`src/rtl/mem_req_responder.sv`:
```
// mem_req_responder: arbitrates instruction-fetch and data requests onto a
// single-port variable-latency RAM. Data requests have strict priority over
// fetches. The RAM-side address, store data and strobes come only from
// registers latched on entry to an access, so they stay stable while the
// CPU-side inputs change. An access that sees no ramready within TIMEOUT
// cycles is forced to complete, returns ERR_WORD on reads and sets the
// sticky err flag, which only reset clears.
module mem_req_responder #(
  parameter int          TIMEOUT  = 64,
  parameter logic [31:0] ERR_WORD = 32'hBAD1BAD1
) (
  input  logic        CLK,
  input  logic        nRST,
  input  logic        iREN,
  input  logic [31:0] iaddr,
  input  logic        dREN,
  input  logic        dWEN,
  input  logic [31:0] daddr,
  input  logic [31:0] dstore,
  output logic [31:0] iload,
  output logic [31:0] dload,
  output logic        iwait,
  output logic        dwait,
  output logic        ramREN,
  output logic        ramWEN,
  output logic [31:0] ramaddr,
  output logic [31:0] ramstore,
  input  logic [31:0] ramload,
  input  logic        ramready,
  output logic        err
);

  typedef enum logic [1:0] {
    IDLE = 2'd0,
    DACC = 2'd1,
    IACC = 2'd2,
    RESP = 2'd3
  } state_t;

  localparam logic [7:0] CNT_LAST = 8'(TIMEOUT - 1);

  state_t      state_q;
  logic [7:0]  cnt_q;
  logic        opWrite_q;
  logic        srcData_q;
  logic [31:0] addr_q;
  logic [31:0] store_q;
  logic [31:0] iload_q;
  logic [31:0] dload_q;
  logic        err_q;

  logic inAccess;

  // Arbitration, access sequencing, timeout and load capture in one register block.
  always_ff @(posedge CLK or negedge nRST) begin
    if (!nRST) begin
      state_q   <= IDLE;
      cnt_q     <= 8'd0;
      opWrite_q <= 1'b0;
      srcData_q <= 1'b0;
      addr_q    <= 32'd0;
      store_q   <= 32'd0;
      iload_q   <= 32'd0;
      dload_q   <= 32'd0;
      err_q     <= 1'b0;
    end else begin
      case (state_q)
        IDLE: begin
          cnt_q <= 8'd0;
          if (dREN || dWEN) begin
            state_q   <= DACC;
            srcData_q <= 1'b1;
            opWrite_q <= dWEN;
            addr_q    <= daddr;
            store_q   <= dstore;
          end else if (iREN) begin
            state_q   <= IACC;
            srcData_q <= 1'b0;
            opWrite_q <= 1'b0;
            addr_q    <= iaddr;
          end
        end
        DACC, IACC: begin
          if (ramready) begin
            state_q <= RESP;
            if (!opWrite_q) begin
              if (srcData_q) dload_q <= ramload;
              else           iload_q <= ramload;
            end
          end else if (cnt_q == CNT_LAST) begin
            state_q <= RESP;
            err_q   <= 1'b1;
            if (!opWrite_q) begin
              if (srcData_q) dload_q <= ERR_WORD;
              else           iload_q <= ERR_WORD;
            end
          end else begin
            cnt_q <= cnt_q + 8'd1;
          end
        end
        RESP: begin
          state_q <= IDLE;
        end
        default: begin
          state_q <= IDLE;
        end
      endcase
    end
  end

  // RAM strobes decoded from the registered state so reset drops them immediately.
  always_comb begin
    inAccess = (state_q == DACC) || (state_q == IACC);
    ramREN   = inAccess && !opWrite_q;
    ramWEN   = inAccess && opWrite_q;
    ramaddr  = addr_q;
    ramstore = store_q;
  end

  // Wait handshakes fall for exactly the RESP cycle of the matching source.
  always_comb begin
    dwait = (dREN || dWEN) && !((state_q == RESP) && srcData_q);
    iwait = iREN && !((state_q == RESP) && !srcData_q);
  end

  assign iload = iload_q;
  assign dload = dload_q;
  assign err   = err_q;

endmodule

```
`config.mk`:
```
export PLATFORM = sky130hd
export DESIGN_NAME = mem_req_responder
export DESIGN_NICKNAME = d
export VERILOG_FILES = /design/src/rtl/mem_req_responder.sv
export SDC_FILE = /design/constraint.sdc
export NUM_CORES = 1
export LEC_CHECK = 0
export ABC_AREA = 1
export BUFFER_PORTS_ARGS = -buffer_cell sky130_fd_sc_hd__buf_2
export CORE_MARGIN = 2
export CORE_UTILIZATION = 51
export DETAILED_ROUTE_END_ITERATION = 16
export PLACE_DENSITY_LB_ADDON = 0.3
export SLEW_MARGIN = 10
export SYNTH_ARGS = -nofsm -noshare
export SYNTH_HDL_FRONTEND = slang
export SYNTH_SLANG_ARGS = --single-unit
```
`constraint.sdc`:
```
create_clock -name CLK -period 3.3 [get_ports CLK]
set_input_delay 0 -clock CLK [delete_from_list [all_inputs] [get_ports CLK]]
set_output_delay 0 -clock CLK [all_outputs]
set_load 0.01 [all_outputs]
```
==> flow_metrics.tcl, run 1 <==
set metrics [dict create \
    status "completed" \
    worst_pin_slew_ns 0.884 \
    clock_path_buffers 2 \
    ys_warn_count 0 \
    synth_top_cell_by_area "dfrtp_1" \
    coreArea_um2 11900 \
    drtIter0Drc 539 \
    root_buffer "clkbuf_16" \
    drive_above_1_share_pct 34.2 \
    whs_endpoint "state_q[1]" \
    first_global_vias 6570 \
    ant_nets 0 \
    synthTopCellsByArea "dfrtp_1, nand2_1, nand4_1, mux2_2, a31oi_1" \
    synth.distinct_cells 27 \
    ioPinCount 267 \
    dr_wl_met2_mm 10.7 \
    synth_top_area_share_pct 57.0 \
    viasPerCell 5.44 \
    design_area_um2 9430 \
    overflow 0 \
    preCtsSetupSlack_ns 1.23 \
    synth-edff-count 0 \
    netlist_instances 660 \
    synth_top_flop_cell "dfrtp_1" \
    drv_slew 0 \
    cts_resized 0 \
    finalCritPeriodShare_pct 80.0 \
    hold_slack_ns 0.0685 \
    timing.rr.start "state_q[0]" \
    max_clock_freq_ghz 0.379 \
    instances_no_fill 1197 \
    dpl-instance-area_um2 7550 \
    tns_ns 0 \
    cp_max_fo 45 \
    cap_viol_max_count 0 \
    cts_setup_buffers 0 \
    final_nets 1175 \
    min_path_type "in -> reg" \
    clkTransAtPathRegs_ns 0.06 \
    p_int_mw 5.49 \
    dpl.cell_count 1036 \
    regToRegSetupSlack_ns 0.66 \
    hold_viol_final 0 \
    pwr_density_cell_nw_per_um2 951 \
    power_leakage_nw 4.87 \
    worst-r2r-cell-count 8 \
    die_w_um 114 \
    cts_tree "yes" \
    grt_usage_pct 32.7 \
    switching_share_pct 38.9 \
    floorplan.die_area_um2 13000 \
    start_util_pct 52.0 \
    synth_fp_nets 797 \
    grt_max_degree 98 \
    power.share.sequential_pct 34.0 \
    syn_area_per_cell_um2 9.38 \
    synth_most_common_cell "nand2_1" \
    rows 40 \
    fillers 708 \
    cp.required_ns 3.64 \
    wl_met3_mm 1.61 \
    utilization_pct 79.2 \
    holdPathStages 5 \
    end_kind "register" \
    async_flop_share_pct 100 \
    die_h_um 114 \
    wl_per_cell_um 17.7 \
    met1_length_mm 7.85 \
    cts_buffers 17 \
    ir_worst_vdd_mv 0.476 \
    maxSlewHeadroom_pct 41.1 \
    clock_latency_ns 0.41 \
    io_buffers 266 \
    grt_pass1_wl_mm 32.9 \
    firstDrtPassIters 6 \
    cts-htree-levels 4 \
    hpwl_mm 11.8 \
    period_needed_ns 2.64 \
    fin_ws_ns 0.659 \
    pwr-share-comb_pct 44.9 \
    gp_congestion 0.823 \
    drc 0 \
    top_layer "met4" \
    vias 6506 \
    p_switching_mw 3.49 \
    crit_path_start_kind "register" \
    n_antenna_cell 0 \
    path_class "reg -> reg" \
    worstPathArrival_ns 2.98 \
    grt_setup_unrepaired "false" \
    clock_skew_ns 0.00760 \
    synthesis.area_um2 6190 \
    min_from "iREN" \
    r2r-end "ramaddr[12]" \
    netlist_top_cells_count "nand2_1, dfrtp_1, nand4_1, nor2_1" \
    finalSetupViolCount 0 \
    ys_ff_latch 141 \
    synth-seq-area-share_pct 57.0 \
    area_growth_pct 52.4 \
    clkSinkCount 141 \
    clock_power_share_pct 21.0 \
    finalPower_mw 8.97 \
    wl_mm 21.2 \
    antenna_found_initial 0 \
]
## layout make-up
cell class / count / area [µm²] / share of cell area, %
flip-flops and latches: 141 / 3530 / 37.4
clock inverters: 6 / 83.8 / 0.889
clock buffers: 25 / 495 / 5.25
inverters: 18 / 67.6 / 0.716
well taps: 147 / 184 / 1.95
repair buffers: 405 / 2720 / 28.8
multi-input cells: 455 / 2350 / 25.0
## critical path: stages, from the launching register on
cell           delay (ns)
dfrtp_1              0.40
inv_1                0.07
ha_1                 0.27
inv_1                0.13
a21oi_4              0.50
buf_12               0.29
nor2_1               0.06
a31oi_1              0.21
dlygate4sd3_1        0.61
## cell families (layout without fill, tap and decap cells)
family | after synthesis | count (layout) | share of synthesized area, %
AOI/OAI and AO/OA | 39 | 39 | 3.84
DFF | 141 | 141 | 57.0
buffers and inverters | 64 | 454 | 5.15
and+or+nand+nor | 378 | 378 | 27.1
adders and majority gates | 3 | 3 | 0.606
muxes | 32 | 32 | 5.82
xor gates and xnor gates | 3 | 3 | 0.425
## per-layer routing
| layer | track usage [%] | vias to the layer above |
|---|---|---|
| met5 | 0 | - |
| met4 | 18.5 | 0 |
| met3 | 8.05 | 84 |
| met2 | 56.0 | 361 |
| met1 | 37.4 | 3097 |
| li1 | - | 2964 |
## how the worst max path moves through the flow
| stage | start | end | slack (ns) | cells past startpoint |
|---|---|---|---|---|
| floorplan | state_q[0] | iload[10] | 1.75 | 8 |
| global placement | ramready | iload[26] | 1.28 | 6 |
| detailed placement | cnt_q[0] | iload[25] | 1.23 | 8 |
| CTS | state_q[0] | ramaddr[27] | 0.82 | 8 |
| global route | state_q[0] | ramaddr[12] | 0.43 | 8 |
| finish | state_q[0] | ramaddr[12] | 0.66 | 8 |
## timing repair
item,CTS,global route
hold buffers,130,0
endpoints found under the hold margin,224,0
setup endpoints to repair,0,0
## layout by cell type, fill, tap and decap left out, types with 4 or more instances in the layout
cell type / instances
nor2_1: 40
nand2_1: 235
nand3_1: 15
buf_2: 265
inv_1: 16
or2_2: 18
nand4_1: 64
dfrtp_1: 141
a31oi_1: 32
clkbuf_1: 4
dlygate4sd3_1: 130
clkbuf_16: 17
clkbuf_8: 4
buf_4: 8
mux2_2: 32
## power by group through the flow
stage	logic (mW)	registers, mW	clock network, mW
final	4.03	3.05	1.89
after floorplan	1.74	3.35	0
after CTS	3.88	3.00	1.90
after global routing	4.36	3.13	1.99
after global placement	3.33	2.99	0
after detailed placement	3.42	3.01	0
## flip-flops by register name, indices dropped and copies added (netlist names)
name	cells
dload	32
opWrite_q	1
cnt_q	8
ramstore	32
err	1
iload	32
srcData_q	1
state_q	2
ramaddr	32
No activity file was read; power rests on OpenSTA's default activity.
==> run 2, diff against run 1 <==
--- a/config.mk
+++ b/config.mk
@@ -8,7 +8,7 @@
 export ABC_AREA = 1
 export BUFFER_PORTS_ARGS = -buffer_cell sky130_fd_sc_hd__buf_2
 export CORE_MARGIN = 2
-export CORE_UTILIZATION = 51
+export CORE_UTILIZATION = 48
 export DETAILED_ROUTE_END_ITERATION = 16
 export PLACE_DENSITY_LB_ADDON = 0.3
 export SLEW_MARGIN = 10
==> constraint.sdc (replaced) <==
create_clock -name CLK -period 2.5 [get_ports CLK]
set_input_delay 0 -clock CLK [delete_from_list [all_inputs] [get_ports CLK]]
set_output_delay 0 -clock CLK [all_outputs]
set_load 0.01 [all_outputs]
==> run 2 against run 1 <==
  * Fmax is 12% higher
  * Routed wire length is 1.2% lower
  * Worst hold slack better by 0.011 ns
  * Clock skew is 0.0023 ns higher
  * Worst setup slack worse by 0.53 ns
  * Combinational power is 34% higher
  * Clock-buffer cell count is 4 lower
  * Final cell count is 2.6% higher
  * Core utilization is 3.7 points lower
  * Critical endpoint is now ramaddr[10]
  * Largest power group unchanged
==> flow_metrics.tcl, run 2 (same netlist as run 1, synthesis figures left out) <==
set metrics [dict create \
    preCtsSetupSlack_ns 0.550 \
    grt_max_degree 66 \
    fin_ws_ns 0.133 \
    floorplan.die_area_um2 13800 \
    cts-htree-levels 4 \
    cp.required_ns 2.84 \
    r2r-end "ramaddr[10]" \
    grt_pass1_wl_mm 33.7 \
    status "completed" \
    vias 6530 \
    crit_path_start_kind "register" \
    cts_setup_buffers 0 \
    grt_usage_pct 30.5 \
    drv_slew 0 \
    pwr_density_cell_nw_per_um2 1250 \
    cts_tree "yes" \
    overflow 0 \
    hpwl_mm 11.7 \
    dpl-instance-area_um2 7620 \
    period_needed_ns 2.37 \
    ir_worst_vdd_mv 0.621 \
    wl_per_cell_um 17.1 \
    root_buffer "clkbuf_16" \
    n_antenna_cell 0 \
    final_nets 1180 \
    start_util_pct 49.0 \
    io_buffers 266 \
    clkTransAtPathRegs_ns 0.06 \
    min_path_type "in -> async" \
    area_growth_pct 53.8 \
    regToRegSetupSlack_ns 0.13 \
    end_kind "register" \
    antenna_found_initial 0 \
    gp_congestion 0.828 \
    hold_viol_final 0 \
    finalSetupViolCount 0 \
    drtIter0Drc 571 \
    die_w_um 118 \
    clock_path_buffers 2 \
    tns_ns 0 \
    grt_setup_unrepaired "false" \
    layout_common_cells "buf_2, nand2_1, dfrtp_1" \
    ant_nets 0 \
    cap_viol_max_count 0 \
    worst_pin_slew_ns 0.812 \
    drc 0 \
    wl_mm 21.0 \
    maxSlewHeadroom_pct 45.7 \
    ioPinCount 267 \
    viasPerCell 5.32 \
    die_h_um 118 \
    power_leakage_nw 4.90 \
    firstDrtPassIters 5 \
    mostFrequentLayoutCell "buf_2" \
    clock_skew_ns 0.00994 \
    first_global_vias 6659 \
    clock_latency_ns 0.42 \
    worst-r2r-cell-count 8 \
    path_class "reg -> reg" \
    drive_above_1_share_pct 34.7 \
    cp_max_fo 47 \
    max_clock_freq_ghz 0.423 \
    hold_slack_ns 0.0800 \
    utilization_pct 75.4 \
    coreArea_um2 12600 \
    rows 41 \
    clkSinkCount 141 \
    worstPathArrival_ns 2.71 \
    design_area_um2 9520 \
    timing.rr.start "state_q[1]" \
    cts_buffers 17 \
    finalCritPeriodShare_pct 94.7 \
]
==> run 2: changes by cell type in the layout (fill, tap and decap cells not counted) <==
cell       previous run  this run
buf_4                 8        12
clkbuf_8              4         1
clkinv_2              3         5
buf_8                 0         1
bufinv_16             2         3
clkbuf_1              4         3
clkinv_4              1         2
inv_6                 0         1
==> run 2: final cells by class <==
| cell class | count | area [µm²] |
|---|---|---|
| Tap cell | 172 | 215 |
| Clock buffer | 21 | 450 |
| Clock inverter | 11 | 141 |
| Multi-Input combinational cell | 455 | 2350 |
| Fill cell | 807 | 3100 |
| Sequential cell | 141 | 3530 |
| Timing Repair Buffer | 410 | 2760 |
| Inverter | 18 | 67.6 |
==> run 2: timing repair <==
item,in CTS,in global routing
setup endpoints to repair,0,6
hold buffers,130,0
resized for setup,0,2
endpoints found under the hold margin,237,0
==> run 2: worst max-delay path by stage <==
| stage | endpoint | slack (ns) | startpoint |
|---|---|---|---|
| floorplan | iload[10] | 0.95 | state_q[0] |
| global placement | iload[1] | 0.64 | cnt_q[0] |
| detailed placement | iload[3] | 0.55 | cnt_q[0] |
| CTS | ramaddr[4] | 0.22 | state_q[1] |
| global route | ramaddr[10] | 0.03 | state_q[1] |
| finish | ramaddr[10] | 0.13 | state_q[1] |
==> run 2: power breakdown <==
part | switching, mW | total, mW | leakage (nW) | internal [mW]
Sequential | 0.620 | 4.00 | 1.70 | 3.38
Clock | 0.966 | 2.56 | 0.295 | 1.59
Combinational | 3.06 | 5.39 | 2.91 | 2.33
Total | 4.65 | 11.9 | 4.90 | 7.30
==> run 2: per-layer routing <==
layer	global-route usage, %	routed length [µm]	up-vias
li1	-	-	2977
met1	35.5	8000	3102
met2	52.6	10500	376
met3	7.46	1590	75
met4	15.6	906	0
met5	0	0	-
==> run 2: stage by stage <==
| step | total power, mW | std cells |
|---|---|---|
| floorplan | 6.73 | 660 |
| global placement | 8.35 | 1066 |
| detailed placement | 8.48 | 1066 |
| CTS | 11.6 | 1228 |
| global route | 12.6 | 1228 |
| finish | 11.9 | 1228 |
==> run 2: worst max-delay path, cell delays in order (launching register included) <==
cell	delay, ns
dfrtp_1	0.40
inv_1	0.07
ha_1	0.27
inv_1	0.15
a21oi_4	0.17
buf_8	0.28
nor2_1	0.09
a31oi_1	0.22
dlygate4sd3_1	0.64
==> run 3, diff against run 2 <==
--- a/config.mk
+++ b/config.mk
@@ -7,6 +7,7 @@
 export LEC_CHECK = 0
 export ABC_AREA = 1
 export BUFFER_PORTS_ARGS = -buffer_cell sky130_fd_sc_hd__buf_2
+export CORE_ASPECT_RATIO = 1.25
 export CORE_MARGIN = 2
 export CORE_UTILIZATION = 48
 export DETAILED_ROUTE_END_ITERATION = 16
==> run 3 against run 2 <==
  * Core utilization shrank 0.056 points
  * Fmax increased by 2.7%
  * Final area grew 0.26%
  * Via count is 2.0% lower
  * Clock power barely moved
  * Critical endpoint is now ramaddr[15]
  * Critical path type unchanged
  * Sequential cell count is the same
  * Die area is essentially flat
  * Worst setup slack better by 0.063 ns
  * Final cell count decreased by 0.16%
  * Sequential power about the same
  * Clock-buffer cell count fell by 3
  * Clock skew is 0.0053 ns higher
==> flow_metrics.tcl, run 3 (same netlist as run 1, synthesis figures left out) <==
set metrics [dict create \
    area_growth_pct 54.2 \
    grt_use_met3_pct 7.24 \
    p_switching_mw 4.65 \
    crit_path_start_kind "register" \
    coreArea_um2 12700 \
    instances_no_fill 1226 \
    rows 46 \
    first_global_vias 6400 \
    status "completed" \
    drive_above_1_share_pct 35.0 \
    cts-hold-fix-buffers 130 \
    max_clock_freq_ghz 0.434 \
    maxSlewHeadroom_pct 52.8 \
    clock_power_share_pct 21.5 \
    worstPathArrival_ns 2.66 \
    grt_pass1_wl_mm 31.1 \
    cts_buffers 17 \
    wl_per_cell_um 16.7 \
    cp_max_fo 45 \
    power_leakage_nw 4.89 \
    clock_skew_ns 0.0153 \
    die_h_um 131 \
    pwr_density_cell_nw_per_um2 1240 \
    gp_congestion 0.840 \
    grt_max_degree 76 \
    wl_mm 20.4 \
    end_kind "register" \
    layout_common_cells "buf_2, nand2_1, dfrtp_1" \
    slowest_stage "dlygate4sd3_1" \
    mostFrequentLayoutCell "buf_2" \
    path_class "reg -> reg" \
    overflow 0 \
    critPathMaxStageDelay_ns 0.58 \
    hpwl_mm 12.1 \
    drtIter0Drc 399 \
    cts_setup_buffers 0 \
    n_antenna_cell 0 \
    cp.required_ns 2.85 \
    period_needed_ns 2.30 \
    viasPerCell 5.22 \
    grt_setup_unrepaired "false" \
    power.share.sequential_pct 33.7 \
    utilization_pct 75.4 \
    path_cells "inv_1 -> ha_1 -> inv_1 -> a21oi_4 -> buf_4 -> nor2_1 -> a31oi_1 -> dlygate4sd3_1" \
    grt.busiest_layer "met2" \
    vias 6401 \
    io_buffers 266 \
    switching_share_pct 39.2 \
    critPathMostFrequentCell "inv_1" \
    drc 0 \
    finalSetupViolCount 0 \
    final_nets 1182 \
    cts_resized 0 \
    floorplan.die_area_um2 13800 \
    clkSinkCount 141 \
    tns_ns 0 \
    worst_pin_slew_ns 0.708 \
    clock_path_buffers 2 \
    grt_usage_pct 28.7 \
    cts-htree-levels 4 \
    p_int_mw 7.22 \
    ir_worst_vdd_mv 0.619 \
    finalCritPeriodShare_pct 92.2 \
    start_util_pct 48.9 \
    cap_viol_max_count 0 \
    root_buffer "clkbuf_16" \
    min_path_type "in -> reg" \
    cts_tree "yes" \
    drv_slew 0 \
    ant_nets 0 \
    finalPower_mw 11.9 \
    antenna_found_initial 0 \
    pwr-share-comb_pct 44.9 \
    dpl.cell_count 1064 \
    clock_latency_ns 0.43 \
    hold_viol_final 0 \
    hold_slack_ns 0.0679 \
    die_w_um 106 \
    ioPinCount 267 \
    grt_util_met2_pct 51.3 \
    met1_usage_pct 32.9 \
    clkTransAtPathRegs_ns 0.06 \
    firstDrtPassIters 5 \
]
## run 3: cell count changes in the layout (fill, tap and decap cells not counted), moves of 2 or more
| cell | before | now |
|---|---|---|
| clkinvlp_4 | 0 | 6 |
| clkbuf_1 | 3 | 1 |
| clkinv_2 | 5 | 0 |
| clkinv_4 | 2 | 0 |
| inv_6 | 1 | 5 |
| buf_12 | 1 | 3 |
## run 3: worst max-delay path, delay by kind of cell, from the launching register on
family          cells  cell delay [ns]
buf+inv             4             1.16
compound gates      2             0.31
flops               1             0.39
fa+ha+maj           1             0.26
simple gates        1             0.11
## run 3: area by class of cell
type | count | area (µm²)
Sequential cell | 141 | 3530
Fill cell | 844 | 3120
Timing Repair Buffer | 412 | 2800
Multi-Input combinational cell | 455 | 2350
Clock buffer | 18 | 429
Tap cell | 168 | 210
Clock inverter | 14 | 160
Inverter | 18 | 67.6
## run 3: per-stage QoR
step | instance area [µm²] | setup WS, ns
6_report | 9550 | 0.196
5_1_grt | 9550 | 0.0618
4_1_cts | 9550 | 0.311
3_5_place_dp | 7650 | 0.309
3_3_place_gp | 7650 | 0.410
2_1_floorplan | 6190 | 0.954
## run 3: worst paths after layout
check                                start           to  slack [ns]  cells past startpoint
max in group asynchronous             nRST     cnt_q[1]        1.65                      3
worst min-delay path                  iREN   state_q[1]        0.07                      5
worst max-delay path            state_q[0]  ramaddr[15]        0.20                      8
worst max register to register  state_q[0]  ramaddr[15]        0.20                      8
min in group asynchronous             nRST    dload[10]        0.17                      2
worst min register to register   dload[20]    dload[20]        0.46                      2
## run 3: per-layer routing
metal,up-vias,part of all wire (%)
li1,2966,-
met1,3026,37
met2,357,52
met3,52,7.8
met4,0,3.2
met5,-,0
## run 3: power groups by stage
stage	Clock [mW]	Sequential [mW]	Combinational [mW]
2_1_floorplan	0	4.42	2.30
3_3_place_gp	0	3.94	4.47
3_5_place_dp	0	3.96	4.57
4_1_cts	2.56	3.94	5.18
5_1_grt	2.69	4.10	5.78
6_report	2.55	4.00	5.32
